[src/rtl/vga_rx_monitor.sv]
// rtl/vga_rx_monitor.sv - VGA receive-side timing monitor: coordinate recovery, line/frame measurement, lock detection.
// Optional per-frame CRC of delivered pixels is enabled by defining VGA_RX_CRC_EN.
module vga_rx_monitor #(
  parameter int H_TOTAL     = 801,
  parameter int V_TOTAL     = 526,
  parameter int H_START     = 145,
  parameter int H_ACTIVE    = 640,
  parameter int V_START     = 36,
  parameter int V_ACTIVE    = 480,
  parameter int LOCK_FRAMES = 2,
  parameter int TIMEOUT     = 1602
) (
  input  logic        dclk,
  input  logic        rst,
  input  logic        hs,
  input  logic        vs,
  input  logic        r,
  input  logic        g,
  input  logic        b,
  output logic        rx_de,
  output logic [9:0]  rx_x,
  output logic [9:0]  rx_y,
  output logic [2:0]  rx_rgb,
  output logic        frame_start,
  output logic        locked,
  output logic [10:0] line_len,
  output logic [10:0] frame_lines,
  output logic        err_hlen,
  output logic        err_vlen
`ifdef VGA_RX_CRC_EN
  ,
  output logic [15:0] frame_crc,
  output logic        crc_valid
`endif
);

  localparam int TO_BITS = $clog2(TIMEOUT + 1);
  localparam logic [TO_BITS-1:0] TO_MAX  = TO_BITS'(TIMEOUT);
  localparam logic [TO_BITS-1:0] TO_LAST = TO_BITS'(TIMEOUT - 1);
  localparam logic [11:0] H_TOTAL_W = 12'(H_TOTAL);
  localparam logic [11:0] V_TOTAL_W = 12'(V_TOTAL);
  localparam logic [10:0] H_FIRST   = 11'(H_START);
  localparam logic [10:0] H_LAST    = 11'(H_START + H_ACTIVE - 1);
  localparam logic [10:0] V_FIRST   = 11'(V_START);
  localparam logic [10:0] V_LAST    = 11'(V_START + V_ACTIVE - 1);
  localparam logic [2:0]  LOCK_W    = 3'(LOCK_FRAMES);
  localparam logic [10:0] CNT_MAX   = 11'h7ff;

  typedef enum logic [1:0] {ST_SEARCH, ST_MEASURE, ST_LOCKED} state_t;

  logic s1_hs_q, s1_vs_q, s2_hs_q, s2_vs_q;
  logic [2:0] s1_rgb_q;

  state_t             state_q;
  logic [10:0]        h_cnt_q, h_cnt_d;
  logic [10:0]        v_cnt_q, v_cnt_d;
  logic [TO_BITS-1:0] to_cnt_q, to_cnt_d;
  logic [2:0]         good_cnt_q;
  logic               seen_hs_q, frame_bad_q;

  logic        rx_de_q, frame_start_q, locked_q, err_hlen_q, err_vlen_q;
  logic [9:0]  rx_x_q, rx_y_q;
  logic [2:0]  rx_rgb_q;
  logic [10:0] line_len_q, frame_lines_q;

  logic        hs_fall, vs_fall, checking, hlen_bad, vlen_bad, frame_bad_now;
  logic        timeout, in_window;
  logic [11:0] h_len, v_len;
  logic [2:0]  good_inc;

  // Two-stage input capture; s1 feeds all logic, s2 only supplies the previous level for edge detection.
  always_ff @(posedge dclk) begin
    if (rst) begin
      s1_hs_q  <= 1'b1;
      s1_vs_q  <= 1'b1;
      s2_hs_q  <= 1'b1;
      s2_vs_q  <= 1'b1;
      s1_rgb_q <= 3'b000;
    end else begin
      s1_hs_q  <= hs;
      s1_vs_q  <= vs;
      s2_hs_q  <= s1_hs_q;
      s2_vs_q  <= s1_vs_q;
      s1_rgb_q <= {r, g, b};
    end
  end

  // Edge events, measurement comparisons and counter next-state values.
  always_comb begin
    hs_fall  = s2_hs_q & ~s1_hs_q;
    vs_fall  = s2_vs_q & ~s1_vs_q;
    h_len    = {1'b0, h_cnt_q} + 12'd1;
    v_len    = {1'b0, v_cnt_q} + 12'd1;
    checking = (state_q != ST_SEARCH);
    // A line is only measurable once a previous hs edge anchors its start.
    hlen_bad = hs_fall & seen_hs_q & checking & (h_len != H_TOTAL_W);
    vlen_bad = vs_fall & checking & (v_len != V_TOTAL_W);
    // The hs edge coinciding with vs closes the last line of the ending frame, so it counts against that frame.
    frame_bad_now = frame_bad_q | hlen_bad | vlen_bad;
    timeout  = ~hs_fall & (to_cnt_q == TO_LAST);
    good_inc = good_cnt_q + 3'd1;

    h_cnt_d = hs_fall ? 11'd0 : ((h_cnt_q == CNT_MAX) ? h_cnt_q : h_cnt_q + 11'd1);
    if (vs_fall) begin
      v_cnt_d = 11'd0;
    end else if (hs_fall) begin
      v_cnt_d = (v_cnt_q == CNT_MAX) ? v_cnt_q : v_cnt_q + 11'd1;
    end else begin
      v_cnt_d = v_cnt_q;
    end
    to_cnt_d = hs_fall ? '0 : ((to_cnt_q == TO_MAX) ? to_cnt_q : to_cnt_q + 1'b1);

    in_window = (h_cnt_q >= H_FIRST) && (h_cnt_q <= H_LAST) &&
                (v_cnt_q >= V_FIRST) && (v_cnt_q <= V_LAST);
  end

  // Counters, measurements, sticky errors and the SEARCH/MEASURE/LOCKED state machine.
  always_ff @(posedge dclk) begin
    if (rst) begin
      state_q       <= ST_SEARCH;
      h_cnt_q       <= '0;
      v_cnt_q       <= '0;
      to_cnt_q      <= '0;
      good_cnt_q    <= '0;
      seen_hs_q     <= 1'b0;
      frame_bad_q   <= 1'b0;
      locked_q      <= 1'b0;
      line_len_q    <= '0;
      frame_lines_q <= '0;
      err_hlen_q    <= 1'b0;
      err_vlen_q    <= 1'b0;
    end else begin
      h_cnt_q  <= h_cnt_d;
      v_cnt_q  <= v_cnt_d;
      to_cnt_q <= to_cnt_d;

      if (hs_fall) seen_hs_q <= 1'b1;
      if (hs_fall && seen_hs_q) line_len_q <= h_len[11] ? CNT_MAX : h_len[10:0];
      if (vs_fall) frame_lines_q <= v_len[11] ? CNT_MAX : v_len[10:0];
      if (hlen_bad) begin
        err_hlen_q  <= 1'b1;
        frame_bad_q <= 1'b1;
      end
      if (vlen_bad) err_vlen_q <= 1'b1;

      if (timeout) begin
        // Loss of hs: restart acquisition from scratch; error history is kept.
        state_q     <= ST_SEARCH;
        locked_q    <= 1'b0;
        good_cnt_q  <= '0;
        seen_hs_q   <= 1'b0;
        frame_bad_q <= 1'b0;
      end else if (vs_fall) begin
        frame_bad_q <= 1'b0;
        case (state_q)
          ST_SEARCH: begin
            state_q    <= ST_MEASURE;
            good_cnt_q <= '0;
          end
          ST_MEASURE: begin
            if (frame_bad_now) begin
              good_cnt_q <= '0;
            end else begin
              good_cnt_q <= good_inc;
              if (good_inc == LOCK_W) begin
                state_q  <= ST_LOCKED;
                locked_q <= 1'b1;
              end
            end
          end
          ST_LOCKED: begin
            if (frame_bad_now) begin
              state_q    <= ST_MEASURE;
              locked_q   <= 1'b0;
              good_cnt_q <= '0;
            end
          end
          default: begin
            state_q  <= ST_SEARCH;
            locked_q <= 1'b0;
          end
        endcase
      end
    end
  end

  // Pixel outputs, registered one cycle behind the s1 sample they describe.
  always_ff @(posedge dclk) begin
    if (rst) begin
      rx_de_q       <= 1'b0;
      rx_x_q        <= '0;
      rx_y_q        <= '0;
      rx_rgb_q      <= '0;
      frame_start_q <= 1'b0;
    end else begin
      frame_start_q <= vs_fall;
      rx_de_q       <= in_window & locked_q;
      if (in_window) begin
        rx_x_q   <= 10'(h_cnt_q - H_FIRST);
        rx_y_q   <= 10'(v_cnt_q - V_FIRST);
        rx_rgb_q <= locked_q ? s1_rgb_q : 3'b000;
      end else begin
        rx_x_q   <= '0;
        rx_y_q   <= '0;
        rx_rgb_q <= '0;
      end
    end
  end

  assign rx_de       = rx_de_q;
  assign rx_x        = rx_x_q;
  assign rx_y        = rx_y_q;
  assign rx_rgb      = rx_rgb_q;
  assign frame_start = frame_start_q;
  assign locked      = locked_q;
  assign line_len    = line_len_q;
  assign frame_lines = frame_lines_q;
  assign err_hlen    = err_hlen_q;
  assign err_vlen    = err_vlen_q;

`ifdef VGA_RX_CRC_EN
  logic [15:0] crc_acc_q, frame_crc_q;
  logic        crc_valid_q;

  // CRC-16-CCITT, MSB first, one byte per call.
  function automatic logic [15:0] crc16_byte(input logic [15:0] crc, input logic [7:0] data);
    logic [15:0] c;
    c = crc ^ {data, 8'h00};
    for (int i = 0; i < 8; i++) begin
      c = c[15] ? ((c << 1) ^ 16'h1021) : (c << 1);
    end
    return c;
  endfunction

  // Accumulate a signature of every delivered pixel and publish it at each frame boundary while locked.
  always_ff @(posedge dclk) begin
    if (rst) begin
      crc_acc_q   <= 16'hffff;
      frame_crc_q <= '0;
      crc_valid_q <= 1'b0;
    end else begin
      crc_valid_q <= 1'b0;
      if (vs_fall) begin
        if (locked_q) begin
          frame_crc_q <= crc_acc_q;
          crc_valid_q <= 1'b1;
        end
        crc_acc_q <= 16'hffff;
      end else if (rx_de_q) begin
        crc_acc_q <= crc16_byte(crc_acc_q, {5'b00000, rx_rgb_q});
      end
    end
  end

  assign frame_crc = frame_crc_q;
  assign crc_valid = crc_valid_q;
`endif

endmodule

[config.mk]
export PLATFORM = sky130hd
export DESIGN_NAME = vga_rx_monitor
export DESIGN_NICKNAME = d
export VERILOG_FILES = /design/src/rtl/vga_rx_monitor.sv
export SDC_FILE = /design/constraint.sdc
export NUM_CORES = 1
export LEC_CHECK = 0
export BUFFER_PORTS_ARGS = -buffer_cell sky130_fd_sc_hd__clkbuf_2
export CORE_ASPECT_RATIO = 0.75
export CORE_UTILIZATION = 50
export CTS_CLUSTER_DIAMETER = 200
export CTS_CLUSTER_SIZE = 14
export DETAILED_ROUTE_END_ITERATION = 8
export PLACE_DENSITY = 0.66
export SLEW_MARGIN = 20
export SYNTH_ARGS = -nofsm -noshare
export SYNTH_HDL_FRONTEND = slang
export SYNTH_SLANG_ARGS = --single-unit
[constraint.sdc]
create_clock -name dclk -period 6.2 [get_ports dclk]
set_input_delay 1.24 -clock dclk [delete_from_list [all_inputs] [get_ports dclk]]
set_output_delay 1.24 -clock dclk [all_outputs]
set_load 0.005 [all_outputs]
== Word level (Yosys, flattened, before mapping) ==
Cells that the tools add are included.
Operators by class
  add/sub/neg operators: 8
  order comparisons: 4
  equal/unequal tests: 12
  mux-type cells: 13
  bitwise operators: 18
  reduce and logical (&&, ||, !) cells: 17
Operator list (count)
  11-bit == test (second input constant): 4
  11-bit by 1-bit adder with 11-bit output (second input constant): 3
  11-bit by 1-bit adder with 12-bit output (second input constant): 2
  12-bit by 10-bit != test with 1-bit output (second input constant): 2
  11-bit by 10-bit less-or-equal comparator with 1-bit output (second input constant): 2
  11-bit two-way mux: 2
  11-bit by 6-bit >= comparator with 1-bit output (second input constant): 1
  11-bit by 8-bit >= comparator with 1-bit output (second input constant): 1
  10-bit by 6-bit subtractor with 10-bit output (second input constant): 1
  10-bit by 8-bit subtractor with 10-bit output (second input constant): 1
  1-bit bitwise AND: 9
  3-bit case mux with 3 select lines: 1
  2-bit OR reduction: 4
  1-bit inverter: 7
  2-bit two-way mux: 3
  3-bit two-way mux: 2
  2-bit != test (second input constant): 3
  2-bit case mux with 3 select lines: 1
  3-bit OR reduction: 2
  5-bit AND reduction: 1
  1-bit logical AND: 4
  4-bit AND reduction: 1
  3-bit by 1-bit adder with 3-bit output (second input constant): 1
  3-bit by 2-bit == test with 1-bit output (second input constant): 1
  10 further kinds: 13
Storage, ports and cells
  flip-flop bits (word level): 97
  bits of input ports: 7

== Longest topological paths before layout ==
Gate-level depths: netlist of run 1.
  word-level depth: 9
  depth in mapped cells: 10
  depth with buffers taken out: 8

== Worst setup path before layout of run 1 ==
OpenSTA, ideal clock, no wires.
  path type: input-to-reg
  from: input rst
  to: register rx_x_q[4] (netlist: rx_x[4])
  setup time: 0.073 ns
  data arrival time: 2.275 ns
  data required time: 6.127 ns
  slack: 3.852 ns
  cell stages on the path: 6
  path through: clkbuf_1 > nor3_1 > o21ai_0 > or3_4 > buf_6 > nor3_2
Between the ends
  word-level cells in the longest chain between the ends: 1
RTL lines
  start, declared: RTL line 14  | input logic rst,
  2-bit OR reduction (no line)
  end signal, assigned: RTL line 199  | rx_x_q <= 10'(h_cnt_q - H_FIRST);
  end, declared: RTL line 62  | logic [9:0] rx_x_q, rx_y_q;
Every way passes these cells.
A chain may end at the register's enable or synchronous reset.

== Worst setup path in the final report of run 1 ==
  from: register v_cnt_q[0]
  to: register state_q[0]
Between the ends
  word-level cells in the longest chain between the ends: 6
  elaborated cells between the ends (all ways): 7
  classes of those cells: add/sub: 1; eq/ne: 3; bitwise: 2; reduce/logical: 1
RTL lines
  start, declared: RTL line 56  | logic [10:0] v_cnt_q, v_cnt_d;
  start signal, assigned: RTL line 134  | v_cnt_q <= v_cnt_d;
  11-bit by 1-bit adder with 12-bit output *: RTL line 93  | v_len = {1'b0, v_cnt_q} + 12'd1;
  12-bit by 10-bit != test with 1-bit output *: RTL line 97  | vlen_bad = vs_fall & checking & (v_len != V_TOTAL_W);
  1-bit bitwise AND *: RTL line 97
  1-bit bitwise OR *: RTL line 99  | frame_bad_now = frame_bad_q | hlen_bad | vlen_bad;
  2-bit != test (no line)
  4-bit AND reduction (no line) *
  end signal, assigned: RTL line 120  | state_q <= ST_SEARCH;
  end signal, assigned: RTL line 148  | state_q <= ST_SEARCH;
  end signal, assigned: RTL line 157  | state_q <= ST_MEASURE;
  end, declared: RTL line 54  | state_t state_q;
Mark *: on every way between the ends. The rest lies on a longest branch, timed or not.

==> flow_metrics.tcl, run 1 <==
set metrics [dict create \
    run_status "complete, but fails checks" \
    failed_checks "design-rule violations" \
    initial_core_utilization_pct 52.5 \
    worst-r2r-setup-slack_ps 3140 \
    floorplan.die.height_um 84.5 \
    regToRegStartpoint "v_cnt_q[0]" \
    worst_setup_path_start_kind "register" \
    via_per_inst 5.50 \
    insertedDiodeCount 0 \
    grt_setup_unrepaired "false" \
    grt_first_pass_wirelength_um 16300 \
    tightest_slew_ps 956 \
    postSynthNetCount 554 \
    synth_cell_type_count 53 \
    hold_class "reg2reg" \
    overflow 0 \
    hold-path-endpoint "rx_rgb[2]" \
    timing.reg2reg.worst_path_depth 8 \
    worst_hold_startpoint "s1_rgb_q[2]" \
    tritoncts "yes" \
    gpl.final_weighted_congestion 0.879 \
    synth-warning-count 0 \
    post_cts_setup_driven_buffer_insertion_count 0 \
    sw_frac_of_total_pct 21.0 \
    setup_viol_count_final 0 \
    timing.hold.ws_ps 424 \
    final_number_of_hold_violating_endpoints 0 \
    cts_num_sinks 97 \
    maximum_number_of_pins_on_one_net_before_global_route_repair 38 \
    final.setup_skew_ps 8.79 \
    first_global_vias 3340 \
    power.share.clock_pct 45.1 \
    static-leakage-power_nw 1.96 \
    htree_levels 3 \
    maxCapViolCount 0 \
    post_cts.resized_instances 0 \
    antenna_violations_before_repair 0 \
    synth.avg_cell_area_um2 8.55 \
    cts_max_path_buffers 2 \
    critPathCaptureType "register" \
    finish.net_count 582 \
    cts-buffers-inserted 9 \
    power-per-cell-area_mw_per_mm2 256 \
    dominant_register_cell_in_the_synthesized_netlist "dfxtp_1" \
    drt-total-wl_um 9700 \
    max_freq_ghz 0.327 \
    die-width_um 112 \
    ir_worst_vdd_mv 0.141 \
    p_switching_uw 272 \
    route.detailed.drc 5 \
    clock_latency_ps 340 \
    maxSlewHeadroom_pct 36.2 \
    hold_depth 1 \
    gr-usage-all-layers_pct 21.7 \
    dr_total_vias 3692 \
    detailed_place_hpwl_um 6820 \
    timing.critical_path.required_ps 6440 \
    core-area_mm2 0.00864 \
    io_pins 57 \
    report.final.slew_viol_count 0 \
    row_count 29 \
    power_share_of_the_sequential_group_pct 50.1 \
    clk_transition_reported_paths_ps 60 \
    post-route-period-util_pct 49.3 \
    worstSetupPathType "reg2reg" \
    cts-hold-fix-buffers 0 \
    synth_cell_area_mm2 0.00454 \
    drive_gt1_share_pct 15.3 \
    area_growth_pct 11.5 \
    finalCriticalPeriod_ps 3060 \
    comb_power_share_pct 4.8 \
    final.setup.tns_ps 0 \
    detail_route_antenna_nets 0 \
    clock_tree.root_cell "clkbuf_16" \
    drtIter0Drc 171 \
    internal-power_mw 1.02 \
    crit_arrival_ps 3290 \
    placement.io_buffers 56 \
    postSynthCellCount 531 \
    synth.ff_latch_count 97 \
    n_fill_cell 790 \
    synth_enable_flop_cells 0 \
    die-area_mm2 0.00946 \
    drt_first_pass_iters 8 \
    worst_r2r_endpoint "state_q[0]" \
    fraction_of_registers_with_async_set_reset_pct 0 \
    synth_sequential_area_ratio_pct 42.8 \
    timing.critical_path.fanout_max 11 \
    wl_per_cell_um 14.4 \
]
-- final cells by class --
class                   instances  area [µm²]  area share (%)
clock inverters                 3        65.1            1.29
well taps                     108         135            2.67
clock buffers                  12         246            4.87
multi-input cells             379        2330            46.1
repair buffers                 56         280            5.54
flip-flops and latches         97        1940            38.4
inverters                      16        60.1            1.19
-- placed cells by master, fill, tap and decap left out, types with 6 or more instances in the layout --
cell type,count
dfxtp_1,97
nor2_1,86
clkbuf_2,56
nand2_1,39
xnor2_1,31
a21oi_1,28
a211oi_1,24
nand3_1,19
xor2_1,17
inv_1,16
ha_1,16
nor3_1,12
o21ai_0,11
and2_1,9
clkbuf_16,9
a31oi_1,8
and3_1,8
or3_1,7
nand2b_1,6
nor2b_1,6
-- routing by layer --
metal	up-vias	routed length [µm]	global-route usage [%]
li1	1858	-	-
met1	1719	5000	31.8
met2	104	3990	30.5
met3	11	615	6.50
met4	0	96	6.06
met5	-	0	0
-- how the worst max path moves through the flow --
stage	start	end	slack, ps	depth (start not counted)
2_1_floorplan	rst	rx_x[4]	3850	6
3_3_place_gp	rst	to_cnt_q[2]	3260	4
3_5_place_dp	v_cnt_q[0]	state_q[0]	3230	8
4_1_cts	v_cnt_q[0]	state_q[0]	3210	8
5_1_grt	v_cnt_q[0]	state_q[0]	2870	8
6_report	v_cnt_q[0]	state_q[0]	3140	8
-- worst max-delay path, cell delays in order, from the launching register on --
cell,delay [ps]
dfxtp_1,530
ha_1,380
nand3_1,190
nor3_2,360
mux2i_1,300
nand2_1,70
o21ai_1,620
a41oi_1,230
o221a_1,260
-- registers in the layout (all words and copies together), names as in the netlist, 2 cells and up --
name / flops
rx_x: 10
good_cnt_q: 3
h_cnt_q: 11
line_len: 11
s1_rgb_q: 3
v_cnt_q: 11
rx_rgb: 3
to_cnt_q: 11
state_q: 2
frame_lines: 11
rx_y: 10
-- power groups by stage --
stage / clock [mW] / combinational [mW] / sequential [mW]
2_1_floorplan: 0 / 0.0473 / 0.658
3_3_place_gp: 0 / 0.0604 / 0.662
3_5_place_dp: 0 / 0.0619 / 0.662
4_1_cts: 0.597 / 0.0621 / 0.648
5_1_grt: 0.624 / 0.0697 / 0.650
6_report: 0.584 / 0.0618 / 0.649
-- logic make-up after synthesis --
logic type      share of synthesized area (%)
fa+ha+maj                                4.41
xor+xnor                                 9.26
compound gates                           12.4
buf+inv                                  5.84
mux                                     0.441
simple gates                             24.8
flops                                    42.8
-- metrics by stage --
step                total power, mW  std cells  cell area, µm²  utilization [%]  setup slack (ps)
floorplan                     0.705        531            4540                -              3850
global placement              0.722        656            4750             55.0              3260
detailed placement            0.724        656            4750             55.0              3230
CTS                            1.31        671            5060             58.6              3210
global route                   1.34        671            5060             58.6              2870
finish                         1.29        671            5060             58.6              3140
-- cells in the mapped netlist (3+ instances only) --
| master | instances | share of area [%] |
|---|---|---|
| nand2_1 | 39 | 3.2 |
| a211oi_1 | 24 | 4.0 |
| xor2_1 | 17 | 3.3 |
| buf_6 | 5 | 1.2 |
| nand2b_1 | 6 | 0.83 |
| clkbuf_1 | 15 | 1.2 |
| o21ai_0 | 11 | 1.2 |
| nor3_1 | 12 | 1.3 |
| and4_1 | 3 | 0.58 |
| nor2_1 | 86 | 7.1 |
| xnor2_1 | 31 | 6.0 |
| dfxtp_1 | 97 | 43 |
| nand4_1 | 5 | 0.69 |
| a31oi_1 | 8 | 1.1 |
| a21oi_1 | 28 | 3.1 |
| and2_1 | 9 | 1.2 |
| and3_1 | 8 | 1.1 |
| nor2b_1 | 6 | 0.83 |
| buf_2 | 16 | 1.8 |
| nor3_2 | 3 | 0.66 |
| inv_1 | 16 | 1.3 |
| nor4_1 | 4 | 0.55 |
| ha_1 | 16 | 4.4 |
| or2_2 | 5 | 0.69 |
| nand3_1 | 19 | 2.1 |
| or3_1 | 7 | 0.96 |
Power figures use the tool's default switching activity.
==> inputs of run 2 (changes only) <==
--- a/config.mk
+++ b/config.mk
@@ -11,7 +11,7 @@
 export CTS_CLUSTER_DIAMETER = 200
 export CTS_CLUSTER_SIZE = 14
 export DETAILED_ROUTE_END_ITERATION = 8
-export PLACE_DENSITY = 0.66
+export PLACE_DENSITY = 0.69
 export SLEW_MARGIN = 20
 export SYNTH_ARGS = -nofsm -noshare
 export SYNTH_HDL_FRONTEND = slang
==> constraint.sdc (replaced) <==
create_clock -name dclk -period 2.5 [get_ports dclk]
set_input_delay 0.5 -clock dclk [delete_from_list [all_inputs] [get_ports dclk]]
set_output_delay 0.5 -clock dclk [all_outputs]
set_load 0.005 [all_outputs]
==> run 2 against run 1 <==
  * The run still ends with design-rule violations left
  * Critical path depth is the same
  * Combinational power grew to 2.8 times the previous value
  * Clock skew shrank 2.8 ps
  * Design area grew 3.3%
  * Non-clock buffer count grew 23
  * Critical endpoint unchanged
==> flow_metrics.tcl, run 2 (same netlist as run 1, synthesis figures left out) <==
set metrics [dict create \
    postPlaceCellArea_mm2 0.00492 \
    floorplan.die.height_um 84.5 \
    critical_path.endpoint "state_q[0]" \
    final_area_mm2 0.00523 \
    timing.hold.ws_ps 342 \
    cts-buffers-inserted 9 \
    post-route-period-util_pct 92.6 \
    tightest_slew_ps 845 \
    run_status "complete, but fails checks" \
    hold_class "in2reg" \
    antenna_violations_before_repair 0 \
    regToRegStartpoint "h_cnt_q[1]" \
    mostFrequentLayoutCell "dfxtp_1" \
    route.detailed.drc 5 \
    timing.critical_path.required_ps 2740 \
    crit_arrival_ps 2550 \
    final_number_of_hold_violating_endpoints 0 \
    core-area_mm2 0.00864 \
    insertedDiodeCount 0 \
    cts_num_sinks 97 \
    preCtsSetupSlack_ps 150 \
    die-width_um 112 \
    initial_core_utilization_pct 52.5 \
    post_cts.resized_instances 0 \
    total_power_mw 3.09 \
    post_cts_setup_driven_buffer_insertion_count 0 \
    failed_checks "design-rule violations" \
    grt_setup_unrepaired "false" \
    tritoncts "yes" \
    row_count 29 \
    detail_route_antenna_nets 0 \
    worst_r2r_endpoint "state_q[0]" \
    detailed_place_hpwl_um 7180 \
    placement.io_buffers 56 \
    final.setup.tns_ps 0 \
    maximum_number_of_pins_on_one_net_before_global_route_repair 24 \
    area_growth_pct 15.2 \
    maxCapViolCount 0 \
    startpoint "h_cnt_q[1]" \
    postLayoutSetupSlackWorst_ps 186 \
    ir_worst_vdd_mv 0.393 \
    worstSetupPathType "reg2reg" \
    via_per_inst 5.50 \
    drive_gt1_share_pct 19.9 \
    max_freq_ghz 0.432 \
    layout.cells.most_common_list "dfxtp_1, nor2_1, clkbuf_2" \
    route.met2.wl_um 4260 \
    finalCriticalPeriod_ps 2310 \
    report.final.slew_viol_count 0 \
    dr_total_vias 3825 \
    gr-usage-all-layers_pct 22.6 \
    htree_levels 3 \
    first_global_vias 3485 \
    wl_per_cell_um 14.5 \
    cts-hold-fix-buffers 0 \
    drt_first_pass_iters 9 \
    clk_transition_reported_paths_ps 70 \
    route.top_layer_used "met4" \
    finish.net_count 605 \
    gpl.final_weighted_congestion 0.924 \
    setup_viol_count_final 0 \
    critPathCaptureType "register" \
    static-leakage-power_nw 2.05 \
    grt_first_pass_wirelength_um 17000 \
    io_pins 57 \
    final.setup_skew_ps 6.03 \
    wl_met1_um 4980 \
    drt-total-wl_um 10100 \
    cts_max_path_buffers 2 \
    die-area_mm2 0.00946 \
    timing.critical_path.fanout_max 11 \
    wl_met3_um 731 \
    maxSlewHeadroom_pct 43.4 \
    power-per-cell-area_mw_per_mm2 591 \
    clock_latency_ps 350 \
    worst_setup_path_start_kind "register" \
    drtIter0Drc 249 \
    timing.reg2reg.worst_path_depth 8 \
    worst-r2r-setup-slack_ps 190 \
    clock_tree.root_cell "clkbuf_16" \
    overflow 0 \
]
-- run 2: cell count changes in the layout (fill, tap and decap cells not counted), sizes merged --
cell	change
buf	+23
bufinv	-2
clkinvlp	+3
-- run 2: worst min-delay path by stage --
stage,depth (start not counted),start,endpoint,slack (ps)
floorplan,1,s1_rgb_q[0],rx_rgb[0],410
global placement,1,s1_rgb_q[1],rx_rgb[1],410
detailed placement,1,s1_rgb_q[1],rx_rgb[1],420
CTS,2,hs,s1_hs_q,340
global route,2,hs,s1_hs_q,360
finish,2,hs,s1_hs_q,340
-- run 2: area by class of cell --
| class | count | area (µm²) |
|---|---|---|
| fill | 776 | 3410 |
| multi-input combinational | 379 | 2350 |
| sequential | 97 | 1940 |
| timing repair buffer | 79 | 453 |
| clock buffer | 12 | 256 |
| tap | 108 | 135 |
| inverter | 16 | 60.1 |
| clock inverter | 4 | 27.5 |
-- run 2: metrics by stage --
step	util, %	std cells
2_1_floorplan	-	531
3_3_place_gp	57.0	679
3_5_place_dp	57.0	679
4_1_cts	60.3	695
5_1_grt	60.5	695
6_report	60.5	695
-- run 2: worst max-delay path, cell delays in order (launching register included) --
cell	delay, ps
dfxtp_1	450
ha_2	290
nand2_1	160
nor2_1	240
nand3_1	140
a211oi_2	280
a31o_4	280
a41oi_1	140
o221a_1	240
-- run 2: power by group --
group	switching, mW	internal [mW]
Clock	0.587	0.727
Sequential	0.0271	1.58
Combinational	0.102	0.0680
-- run 2: metal layers --
layer,vias up,GRT usage [%]
li1,1908,-
met1,1787,32.4
met2,122,33.4
met3,8,5.99
met4,0,6.42
met5,-,0
